===== config.mk =====
export PLATFORM = sky130hd
export DESIGN_NAME = retire_trace_buffer
export DESIGN_NICKNAME = d
export VERILOG_FILES = /design/src/rtl/retire_trace_buffer.sv
export SDC_FILE = /design/constraint.sdc
export NUM_CORES = 2
export LEC_CHECK = 0
export CAP_MARGIN = 20
export CORE_MARGIN = 4
export CORE_UTILIZATION = 55
export CTS_CLUSTER_DIAMETER = 100
export DETAILED_ROUTE_END_ITERATION = 12
export PLACE_DENSITY = 0.76
export SLEW_MARGIN = 25
export SYNTH_ARGS = -nofsm -noshare
export SYNTH_HDL_FRONTEND = slang
export SYNTH_SLANG_ARGS = --single-unit

===== constraint.sdc =====
create_clock -name i_clk -period 12.5 [get_ports i_clk]
set_input_delay 3.75 -clock i_clk [delete_from_list [all_inputs] [get_ports i_clk]]
set_output_delay 3.75 -clock i_clk [all_outputs]
set_load 0.03 [all_outputs]

===== src/rtl/retire_trace_buffer.sv =====
// Retire trace buffer: captures retired-instruction records into a FIFO and
// streams each one out as four 32-bit words over a valid/ready channel.
module retire_trace_buffer #(
  parameter int DEPTH = 16
) (
  input  logic        i_clk,
  input  logic        i_rst,
  input  logic        i_retire_valid,
  input  logic [31:0] i_retire_inst,
  input  logic        i_retire_trap,
  input  logic        i_retire_halt,
  input  logic [31:0] i_retire_pc,
  input  logic [4:0]  i_retire_rd_waddr,
  input  logic [31:0] i_retire_rd_wdata,
  output logic        o_rec_valid,
  input  logic        i_rec_ready,
  output logic [31:0] o_rec_data,
  output logic        o_rec_last,
  output logic [63:0] o_instret,
  output logic [31:0] o_dropped,
  output logic        o_full,
  output logic        o_empty,
  output logic        o_done
);

  localparam int AW = $clog2(DEPTH);

  typedef enum logic [1:0] {
    W0 = 2'd0,
    W1 = 2'd1,
    W2 = 2'd2,
    W3 = 2'd3
  } word_e;

  word_e       word_r, word_next_s;
  logic [AW:0] wr_ptr_r, rd_ptr_r;
  logic        halt_seen_r;
  logic        done_r;
  logic [63:0] instret_r;
  logic [31:0] dropped_r;

  logic [31:0] pc_mem_r    [DEPTH];
  logic [31:0] inst_mem_r  [DEPTH];
  logic [31:0] wdata_mem_r [DEPTH];
  logic [7:0]  meta_mem_r  [DEPTH];

  logic          empty_s, full_s, hs_s, pop_s, capture_s, push_s, drop_s;
  logic [AW-1:0] head_s, tail_s;
  logic [31:0]   rec_data_s;
  logic          rec_last_s;

  assign empty_s   = (wr_ptr_r == rd_ptr_r);
  assign full_s    = (wr_ptr_r[AW] != rd_ptr_r[AW]) &&
                     (wr_ptr_r[AW-1:0] == rd_ptr_r[AW-1:0]);
  assign head_s    = rd_ptr_r[AW-1:0];
  assign tail_s    = wr_ptr_r[AW-1:0];
  assign hs_s      = !empty_s && i_rec_ready;
  assign pop_s     = hs_s && (word_r == W3);
  // A full FIFO still accepts a record in the same cycle its head completes.
  assign capture_s = i_retire_valid && !halt_seen_r;
  assign push_s    = capture_s && (!full_s || pop_s);
  assign drop_s    = capture_s && !push_s;

  // Record storage; w2 is stored already masked so the read side is a plain mux.
  always_ff @(posedge i_clk) begin
    if (push_s) begin
      pc_mem_r[tail_s]    <= i_retire_pc;
      inst_mem_r[tail_s]  <= i_retire_inst;
      wdata_mem_r[tail_s] <= (i_retire_rd_waddr != 5'd0) ? i_retire_rd_wdata : 32'h0000_0000;
      meta_mem_r[tail_s]  <= {i_retire_trap, i_retire_halt, 1'b0, i_retire_rd_waddr};
    end
  end

  // Pointers, counters and halt/done tracking.
  always_ff @(posedge i_clk) begin
    if (i_rst) begin
      wr_ptr_r    <= '0;
      rd_ptr_r    <= '0;
      halt_seen_r <= 1'b0;
      done_r      <= 1'b0;
      instret_r   <= 64'd0;
      dropped_r   <= 32'd0;
    end else begin
      if (push_s) begin
        wr_ptr_r <= wr_ptr_r + {{AW{1'b0}}, 1'b1};
      end
      if (pop_s) begin
        rd_ptr_r <= rd_ptr_r + {{AW{1'b0}}, 1'b1};
      end
      if (capture_s) begin
        instret_r <= instret_r + 64'd1;
      end
      if (drop_s && (dropped_r != 32'hFFFF_FFFF)) begin
        dropped_r <= dropped_r + 32'd1;
      end
      if (capture_s && i_retire_halt) begin
        halt_seen_r <= 1'b1;
      end
      // Halt record may itself have been dropped; only an empty FIFO matters.
      if (halt_seen_r && empty_s) begin
        done_r <= 1'b1;
      end
    end
  end

  // Word counter state register.
  always_ff @(posedge i_clk) begin
    if (i_rst) begin
      word_r <= W0;
    end else begin
      word_r <= word_next_s;
    end
  end

  // Word counter advances only on a handshake.
  always_comb begin
    word_next_s = word_r;
    if (hs_s) begin
      case (word_r)
        W0:      word_next_s = W1;
        W1:      word_next_s = W2;
        W2:      word_next_s = W3;
        W3:      word_next_s = W0;
        default: word_next_s = W0;
      endcase
    end else begin
      word_next_s = word_r;
    end
  end

  // Output word mux from the FIFO head; zero while nothing is buffered.
  always_comb begin
    rec_data_s = 32'h0000_0000;
    rec_last_s = 1'b0;
    if (empty_s) begin
      rec_data_s = 32'h0000_0000;
      rec_last_s = 1'b0;
    end else begin
      case (word_r)
        W0:      rec_data_s = pc_mem_r[head_s];
        W1:      rec_data_s = inst_mem_r[head_s];
        W2:      rec_data_s = wdata_mem_r[head_s];
        W3:      rec_data_s = {24'h00_0000, meta_mem_r[head_s]};
        default: rec_data_s = 32'h0000_0000;
      endcase
      rec_last_s = (word_r == W3);
    end
  end

  assign o_rec_valid = !empty_s;
  assign o_rec_data  = rec_data_s;
  assign o_rec_last  = rec_last_s;
  assign o_instret   = instret_r;
  assign o_dropped   = dropped_r;
  assign o_full      = full_s;
  assign o_empty     = empty_s;
  assign o_done      = done_r;

endmodule

# Word level (Yosys, flattened, before mapping)
# Memories as Yosys holds them, arrays and structs flattened. A register that Yosys moved wholly into a read port is not among the register bits.
# Cells that the tools add are included.
dict set report op_classes {
  addsub 4
  n_reduce_logical 16
  n_eq_ne 7
  muxes 15
}
# operator count
set ops {}
lappend ops {{$pmux 32 s4} 1}
lappend ops {{$add 64x1->64 const B} 1}
lappend ops {{$mux 32} 2}
lappend ops {{$add 32x1->32 const B} 1}
lappend ops {{$mux 4} 8}
lappend ops {{$ne 32x32->1 const B} 1}
lappend ops {{$add 5x1->5 const B} 2}
lappend ops {{$logic_and 1x1->1} 9}
lappend ops {{$pmux 2 s4} 1}
lappend ops {{$eq 5x5->1} 1}
lappend ops {{$reduce_bool 5->1} 1}
lappend ops {{$eq 2x2->1 const B} 2}
lappend ops {{$eq 4x4->1} 1}
lappend ops {{$logic_not 1->1} 4}
lappend ops {{$mux 1} 3}
lappend ops {{$eq 2x1->1 const B} 1}
lappend ops {{$logic_not 2->1} 1}
lappend ops {{$logic_or 1x1->1} 1}
lappend ops {{$ne 1x1->1} 1}
dict set report totals {
  regBits 110
  ram_bits 1648
  output_inout_bits 133
  inputBits 107
  word_cells 53
  mem_count 4
}
# memory words word_bits rd rd_clocked_by_memory_dff wr line
set mem_list {}
lappend mem_list {inst_mem_r 16 32 1 1 1 43} ;# logic [31:0] inst_mem_r [DEPTH];
lappend mem_list {pc_mem_r 16 32 1 1 1 42} ;# logic [31:0] pc_mem_r [DEPTH];
lappend mem_list {wdata_mem_r 16 32 1 1 1 44} ;# logic [31:0] wdata_mem_r [DEPTH];
lappend mem_list {meta_mem_r 16 7 1 1 1 45} ;# logic [7:0] meta_mem_r [DEPTH];

# Depth between registers and ports, before layout
dict set report logic_depth {
  word_depth 9
  depth_mapped 11
  ltp_nobuf 8
}

# Worst setup path after synthesis
# No wires, ideal clock.
dict set report synth_timing {
  path_type {input-to-reg}
  from {input i_retire_valid}
  to {memory inst_mem_r[0][0] (enable)}
  arrival_time_ns 11.420
  slack_ns 0.389
  t_required_ns 11.808
  cell_stages 5
  n_path_buf 1
  path_cell_list {nor2b_1 -> buf_2 -> o31a_1 -> nand2_1 -> nor3_1}
}
dict set report synth_between {
  elab_chain_len 4
}
# element line
set synth_rtl {}
lappend synth_rtl {{start: declaration} 8} ;# input logic i_retire_valid,
lappend synth_rtl {{$logic_and 1x1->1} 60} ;# assign capture_s = i_retire_valid && !halt_seen_r;
lappend synth_rtl {{$logic_and 1x1->1} 61} ;# assign push_s = capture_s && (!full_s || pop_s);
lappend synth_rtl {{$mux 1} 66} ;# if (push_s) begin
lappend synth_rtl {{$mux 1 (implied by the code)} 68} ;# inst_mem_r[tail_s] <= i_retire_inst;
lappend synth_rtl {{end: declaration} 43}
# Every way passes these cells.

==> impl_metrics.tcl <==
set metrics [dict create \
    status "finished clean" \
    place_ws_ps 4090 \
    cts_resized 0 \
    slew_viol_final 0 \
    ant_nets 0 \
    critical_path_class "flip-flop to output pin" \
    multi_input_area_um2 16000 \
    cp.required_ps 8750 \
    rsz0062_at_grt "no" \
    cts_made_buffers 173 \
    synth_top_family_by_area "multiplexers" \
    hpwl_um 87900 \
    fin_skew_ps 16.4 \
    drc 0 \
    final.fill_count 8156 \
    ys_types 68 \
    htreeDepth 4 \
    synth_commonest_cells "edfxtp_1 (1648), mux4_2 (307), mux2i_1 (196), nand2_1 (160), nor2_1 (148)" \
    fmax_ghz 0.107 \
    yosys_warnings 0 \
    synth_fp_nets 3678 \
    grt_max_degree 104 \
    crit_chain "buf_4 > nand2_1 > nor2_4 > nand2_1 > o21ai_1 > nor2_1 > a211oi_1 > clkdlybuf4s50_1" \
    start_util_pct 55.4 \
    fin_crit_sh_pct 74.4 \
    rows 129 \
    slowest_stage "nor2_4" \
    gp_congestion 0.797 \
    synth.mux.area_fraction_pct 13.8 \
    yosys_register_bits 1762 \
    io_pins 240 \
    cp_max_fo 36 \
    synth_area_leader_cell "edfxtp_1" \
    track_usage_pct 26.3 \
    cp-start-kind "flip-flop" \
    synth.area.top_cells "edfxtp_1 (72%), mux4_2 (10%), dfxtp_1 (3.3%)" \
    finish.net_count 3970 \
    viasPerCell 6.51 \
    crit_path_frequent_cell "nand2_1" \
    post_cts_buffers 0 \
    antenna_found_initial 14 \
    grt_pass1_wl_um 251000 \
    p_leak_nw 24.1 \
    port_buffers 239 \
    firstDrtPassIters 6 \
    critPathBufInv 2 \
    synthCells 3560 \
    wl_per_cell_um 30.4 \
    syn_area_per_cell_um2 19.3 \
    cts_buffer_depth 3 \
    synthXorXnorAreaFrac_pct 1.33 \
    die_h_um 361 \
    finalHoldViolCount 0 \
    cts_tree "yes" \
    synth-compound-area-share_pct 3.23 \
    arrival_ps 5560 \
    clk-insertion-delay-late_ps 800 \
    clk_pin_slew_ps 60 \
    yosys.area.top_type_share_pct 72.2 \
    cp_top_family "simple AND/OR/NAND/NOR gates" \
    peakVddDrop_uv 142 \
    die_area_um2 130000 \
    die_width_um 361 \
    cellPowerDensity_nw_per_um2 153 \
    synth-async-reset-ratio_pct 0 \
    finalSetupViolCount 0 \
    drv_cap 0 \
    grt-ovfl-total 0 \
    slowest_delay_ps 850 \
    synthSimpleGateAreaFrac_pct 4.37 \
    vias 36700 \
    core_area_um2 124000 \
    numClockSinks 1762 \
    synthAdderAreaFrac_pct 0.201 \
    end_kind "output pin" \
    tightest_slew_ps 1050 \
    slew_headroom_pct 28.1 \
    seq_area_frac_synth_pct 75.5 \
    yosys.cell_count.top_type "edfxtp_1" \
    drt_iter0_markers 5176 \
    regArea_um2 51800 \
    hold_buffers 0 \
    fin_tns_setup_ps 0 \
    drive_gt1_share_pct 18.1 \
    clock-root-buffer "clkbuf_16" \
    worst_slack_ps 3190 \
    netlist_area_um2 68600 \
    synth-main-ff-cell "edfxtp_1" \
    grt_pass1_vias 36400 \
    synth-edff-count 1648 \
    area_delta_synth_final_pct 14.4 \
    hold_class "flip-flop to flip-flop" \
    fin_crit_ps 9310 \
    wirelength_um 171000 \
]
[report_power, final]
group	internal [mW]	switching, mW
combinational	0.136	0.312
clock	2.83	2.17
sequential	6.52	0.0167
total	9.48	2.50
[cells in the final DEF (no fill, tap or decap), types with 48 or more instances in the layout]
cell / netlist / routed
mux2i_1: 196 / 196
a22oi_1: 67 / 67
dfxtp_1: 114 / 110
mux4_2: 307 / 307
mux2_2: 48 / 48
clkdlybuf4s50_1: 0 / 238
clkbuf_16: 0 / 177
nand3_1: 67 / 67
nor2_1: 148 / 132
buf_4: 31 / 58
edfxtp_1: 1648 / 1648
xor2_1: 79 / 79
nand2_1: 160 / 160
a21oi_1: 76 / 76
[sequential cells by signal (all words and copies together), names as in the netlist, named ones only]
name	cells
rd_ptr_r	5
halt_seen_r	1
o_done	1
o_instret	64
inst_mem_r	512
o_dropped	32
wdata_mem_r	512
word_r	2
meta_mem_r	112
pc_mem_r	512
wr_ptr_r	5
[worst paths after layout]
path | from | to | slack (ps) | cells after the start
worst max register to register | wr_ptr_r[2] | inst_mem_r[6][1] | 8700 | 6
worst min register to register | o_done | o_done | 480 | 2
worst min-delay path | o_done | o_done | 480 | 2
worst max-delay path | flip-flop | o_rec_data[6] | 3190 | 8
[per-layer routing]
| layer | vias up | part of all wire [%] | GRT usage (%) |
|---|---|---|---|
| met5 | - | 0.025 | 0 |
| met4 | 6 | 3.1 | 9.28 |
| met3 | 329 | 11 | 6.41 |
| met2 | 2300 | 48 | 40.9 |
| met1 | 19000 | 38 | 37.0 |
| li1 | 15100 | - | - |
[worst reg2reg max path: stages (launching register included)]
cell and delay (ps):
dfxtp_1 600, xnor2_1 150, nand4_2 310, o31a_1 340, nand2_1 280, nor2_4 820
buf_4 820
[layout make-up]
| type | instances | share of cell area [%] |
|---|---|---|
| Multi-Input combinational cell | 1592 | 20.3 |
| Inverter | 11 | 0.0542 |
| Clock inverter | 102 | 1.11 |
| Timing Repair Buffer | 312 | 4.02 |
| Antenna cell | 7 | 0.0223 |
| Tap cell | 1637 | 2.61 |
| Sequential cell | 1762 | 66.0 |
| Clock buffer | 216 | 5.83 |
[through the flow]
step / cell area [um2] / util [%] / power (mW) / std cells / hold slack (ps)
floorplan: 68600 / - / 6.86 / 3560 / 474
finish: 78500 / 63.4 / 12.0 / 5639 / 482
CTS: 78400 / 63.3 / 12.0 / 5631 / 484
detailed placement: 72900 / 58.9 / 7.10 / 5313 / 469
global placement: 72900 / 58.9 / 7.09 / 5311 / 451
global route: 78400 / 63.4 / 12.3 / 5634 / 555
[logic make-up (layout without fill, tap and decap cells)]
group,count (synthesis),after routing
compound gates,325,325
simple gates,594,594
flops,1762,1762
xor+xnor,104,104
fa+ha+maj,11,11
other cells,0,7
mux,558,558
buf+inv,206,641
Note: power is estimated with default switching activity, not from simulation.
